`src/rtl/scan_decoder.sv`:
```
// One-hot decoder with direct select and auto-scan modes.
// Scan mode holds each index for dwell+1 cycles and pulses wrap on rollover to 0.
module scan_decoder #(
    parameter int N  = 3,
    parameter int DW = 4
) (
    input  logic            clk,
    input  logic            rst,
    input  logic            e,
    input  logic            mode,
    input  logic [N-1:0]    in,
    input  logic [DW-1:0]   dwell,
    output logic [2**N-1:0] out,
    output logic [N-1:0]    idx,
    output logic            valid,
    output logic            wrap
);
    localparam int OW = 2**N;

    typedef enum logic [1:0] {IDLE, DIRECT, SCAN} state_t;

    state_t        state_reg, state_next;
    logic [DW-1:0] cnt_reg, cnt_next;
    logic [N-1:0]  idx_next;
    logic          valid_next;
    logic          wrap_next;
    logic [OW-1:0] out_next;

    always_comb begin
        state_next = IDLE;
        idx_next   = idx;
        cnt_next   = '0;
        valid_next = 1'b0;
        wrap_next  = 1'b0;
        if (e) begin
            valid_next = 1'b1;
            if (!mode) begin
                state_next = DIRECT;
                idx_next   = in;
            end else begin
                state_next = SCAN;
                // Comparing against the live dwell with >= lets a lowered
                // dwell take effect immediately and keeps cnt from overflowing.
                if (state_reg != SCAN) begin
                    idx_next = in;
                end else if (cnt_reg >= dwell) begin
                    idx_next  = idx + N'(1);
                    wrap_next = (idx == {N{1'b1}});
                end else begin
                    cnt_next = cnt_reg + DW'(1);
                end
            end
        end
    end

    // MSB-first mapping: index k lights out[OW-1-k].
    generate
        for (genvar gi = 0; gi < OW; gi++) begin : g_onehot
            assign out_next[gi] = valid_next && (idx_next == N'(OW - 1 - gi));
        end
    endgenerate

    always_ff @(posedge clk) begin
        if (rst) begin
            state_reg <= IDLE;
            cnt_reg   <= '0;
            idx       <= '0;
            out       <= '0;
            valid     <= 1'b0;
            wrap      <= 1'b0;
        end else begin
            state_reg <= state_next;
            cnt_reg   <= cnt_next;
            idx       <= idx_next;
            out       <= out_next;
            valid     <= valid_next;
            wrap      <= wrap_next;
        end
    end
endmodule

```
`config.mk`:
```
export PLATFORM = sky130hd
export DESIGN_NAME = scan_decoder
export DESIGN_NICKNAME = d
export VERILOG_FILES = /design/src/rtl/scan_decoder.sv
export SDC_FILE = /design/constraint.sdc
export NUM_CORES = 1
export LEC_CHECK = 0
export CAP_MARGIN = 25
export CORE_AREA = 2 2 43 45
export DETAILED_ROUTE_END_ITERATION = 8
export DIE_AREA = 0 0 45 47
export DONT_BUFFER_PORTS = 1
export GPL_TIMING_DRIVEN = 1
export MAX_ROUTING_LAYER = met4
export PLACE_DENSITY = 0.83
export SKIP_CTS_REPAIR_TIMING = 1
export SYNTH_ARGS = -nofsm -noshare
export SYNTH_HDL_FRONTEND = slang
export SYNTH_SLANG_ARGS = --single-unit
```
`constraint.sdc`:
```
create_clock -name clk -period 2.1 [get_ports clk]
set_input_delay 0.315 -clock clk [delete_from_list [all_inputs] [get_ports clk]]
set_output_delay 0.315 -clock clk [all_outputs]
set_load 0.005 [all_outputs]
```
==> results list, run 1 <==
- Filler Cell Count: 143
- For hold timing, the worst endpoint is idx[2].
* Chip Height: 47 um
* Share of final-layout standard cells stronger than drive strength 1: 0.149
- The worst path needs around 1.9 ns of the cycle, external delays included.
- In the routed design, unresolved DRC markers number 0.
* Final non-filler cell total: roughly 110
- Required time at the worst-slack endpoint: between 2 and 2.5 ns
* Number of vias per cell after detailed routing: 6.27
* Number of flip-flops and latches in the synthesized netlist: 19
- Counting tap cells, the placed design contains a total of ~110 instances.
- Depth of the worst hold-timing path: 1
- Largest fanout on the critical path: 5
* Proportion of netlist area held by the largest area contributor: 0.420
- Endpoint kind of the worst setup timing path: flip-flop
- Outcome: completed
* Netlist area before placement: 905 um2
- Number of violations of the max-capacitance limit: 0
* Count of final hold-check violations: 0
* Global-route wire length before repair: roughly 2800 um
- Finished Cell Area: roughly 950 um2
- Proportion of synthesized chip area in sequential cells: 0.420
- In this run the static leakage power is around 0.4 nW.
- After synthesis, the netlist uses 36 different library cells.
- Largest net degree at the start of global routing: 11
* Inserted Clock Buffers: 3
* Worst Skew: between 0.004 and 0.005 ns
* Worst hold margin: around 0.077 ns
- Leading cell types by total area after synthesis: dfxtp_1 42%, ha_1 9.7%, nor2_1 4.1%, a211oi_1 3.3%, nor4_1 2.8%
- Worst setup slack after layout: around 0.22 ns
- Dividing the final minimum period by the clock period gives 0.896.
* Global router's overall resource usage: 0.185
- Fin Setup TNS: 0 ns
* Top-level I/O count: 24
* Starting utilization of the core area: 0.548
- For the worst setup path, the data arrival time is 2.08 ns.
- Instance count of the mapped netlist: 91
- RSZ-0062 raised after global routing: no
- R2R Path Start: cnt_reg[0]
- Average footprint of a synthesized cell: around 9.9 um2
* Die boundary width: ~45 um
- Max Root-Sink Buffers: 2
- CTS built an H-tree with a depth of 1.
- Diode insertion count for antenna repair: 0
- Pwr per Cell Area: 640 nW/um2
- CTS saw 19 sinks.
- The detailed router finished its first iteration with 25 violations.
- Count of vias placed by the detailed router: slightly below 700
- Summed over all layers, the global routing overflow is 0.
- Synthesis produced a netlist with a net count of approximately 110.
- The worst setup path is of the reg2reg kind.
- The tree is rooted in a clkbuf_4.
- Max-slew violation total from the final report: 0
- Based on the critical path, the design can be clocked at up to 531 MHz.
- The biggest area contributor in the post-synthesis netlist is dfxtp_1.
- Core Rows: 15
- Reg-to-reg slack, setup: approximately 0.22 ns
- Die area: between 2000 and 2500 um2
- Final RePlAce weighted congestion: 0.869
- Clock edge transition at the registers on the reported setup and hold paths: 0.10 ns
- Actual transition at the worst max-transition pin: 0.390 ns
- Clock tree from TritonCTS: yes
* Number of cells on the worst reg-to-reg path: 7
* Detailed-router iteration count before antenna repair: 4
- In the final routed layout, each cell accounts on average for 14.7 um.
- The net count of the finished layout is between 100 and 150.
- IR analysis of the VDD net gives a maximum drop of ~0.25 mV.
- During synthesis, Yosys emitted a total of 0 warnings.
- Area after DPL: 921 um2
- Worst setup slack before clock tree synthesis: 0.253 ns
- Buffers placed on the I/O ports in this run total 0.
- In this run the worst hold path is classified as in2reg.
- In this run the critical register-to-register path is captured at out[0].
* Initial antenna violation count: 0
- Placeable core area: between 1500 and 2000 um2
- From synthesis to final layout, the design area changed by 4.70%.
- Setup crit start kind: flip-flop
* Via count of the first global-routing pass: around 660
- The final layout contains routed wiring with a total length of roughly 1600 um.
- Hold path startpoint: rst
* Clock Latency Late Sink: a little under 0.3 ns
* Flip-flop count of the largest register, all copies and words added: 8
- Finish-stage setup viols: 0
- HPWL Detailed: 1290 um
- Once detail routing completed, the nets flagged for antenna violations numbered 0.
- Normalized max-slew margin: 0.740
critical path, stage by stage (launching register included):
cell and delay (ns):
dfxtp_1 0.38, inv_1 0.06, ha_1 0.27, nand2b_4 0.14
and4_4 0.21, o31ai_1 0.32, nand2_1 0.18, a211oi_1 0.24
synth_stat cells:
cell	instances
o211ai_1	1
nand4b_1	1
o21ai_2	1
nand3_2	1
xnor2_1	1
a21oi_1	2
a32oi_1	1
nand4_1	1
nor2_1	10
and2_1	3
inv_1	6
a21oi_2	1
and4_4	1
nand3_1	4
or4_4	1
a211oi_1	4
o2111ai_2	1
o21a_2	1
a211oi_4	1
dfxtp_1	19
and3b_1	1
nand3b_4	1
a31oi_1	1
nand2b_1	2
nor4_1	4
o31ai_1	1
ha_1	7
xor2_1	1
buf_2	1
nand2b_4	1
o211a_1	1
nor2b_1	1
and3_1	1
nand2_1	4
o21ai_0	2
and2_4	1
routing by layer:
layer  wire length [um]  global-route usage  vias to the layer above
li1                   -                   -                      338
met1                660               0.202                      322
met2                820               0.297                       29
met3                116              0.0615                        7
met4                 41               0.100                        0
met5                  0                   -                        -
per-stage QoR:
stage	power, W	utilization
floorplan	0.000432	-
global placement	0.000437	0.558
detailed placement	0.000439	0.558
CTS	0.000611	0.573
global route	0.000644	0.573
finish	0.000606	0.573
layout make-up:
| type | count | area [um2] | share of cell area |
|---|---|---|---|
| multi-input cells | 65 | 497 | 0.524 |
| flip-flops and latches | 19 | 380 | 0.402 |
| clock buffers | 4 | 26.3 | 0.0277 |
| inverters | 6 | 22.5 | 0.0238 |
| well taps | 17 | 21.3 | 0.0225 |
cell families after synthesis:
logic type | after synthesis | synth area share
buf+inv | 7 | 0.0304
simple gates | 38 | 0.266
xor+xnor | 2 | 0.0194
flops | 19 | 0.420
fa+ha+maj | 7 | 0.0968
compound gates | 18 | 0.167
how the worst max path moves through the flow:
| stage | start | to | slack, ns | cells after the start |
|---|---|---|---|---|
| finish | cnt_reg[0] | out[0] | 0.22 | 7 |
| global route | cnt_reg[0] | out[3] | 0.09 | 7 |
| CTS | cnt_reg[0] | out[0] | 0.23 | 7 |
| detailed placement | cnt_reg[0] | out[0] | 0.25 | 7 |
| global placement | cnt_reg[0] | out[0] | 0.30 | 7 |
| floorplan | cnt_reg[0] | out[2] | 0.36 | 7 |
power breakdown:
group / switching (W) / internal (W) / total (W) / leakage, nW
registers: 0.00000864 / 0.000370 / 0.000378 / 0.155
logic: 0.0000310 / 0.0000226 / 0.0000536 / 0.229
clock network: 0.000101 / 0.0000738 / 0.000174 / 0.0150
layout by cell type, fill, tap and decap left out, drive strengths merged, types with 3 or more instances in the layout:
cell type  netlist  routed
a211oi           5       5
a21oi            3       3
and2             4       4
clkbuf           0       4
dfxtp           19      19
ha               7       7
inv              6       6
nand2            4       4
nand2b           3       3
nand3            5       5
nor2            10      10
nor4             4       4
o21ai            3       3
No activity file was read; power rests on OpenSTA's default activity.
==> run 2: changes to the inputs <==
--- a/config.mk
+++ b/config.mk
@@ -5,6 +5,7 @@
 export SDC_FILE = /design/constraint.sdc
 export NUM_CORES = 1
 export LEC_CHECK = 0
+export ABC_CLOCK_PERIOD_IN_PS = 2100
 export CAP_MARGIN = 25
 export CORE_AREA = 2 2 43 45
 export DETAILED_ROUTE_END_ITERATION = 8
@@ -14,6 +15,7 @@
 export MAX_ROUTING_LAYER = met4
 export PLACE_DENSITY = 0.83
 export SKIP_CTS_REPAIR_TIMING = 1
+export SLEW_MARGIN = 0
 export SYNTH_ARGS = -nofsm -noshare
 export SYNTH_HDL_FRONTEND = slang
 export SYNTH_SLANG_ARGS = --single-unit
==> results of run 2 <==
Final layout, timing and power as in run 1 (identical DEF).
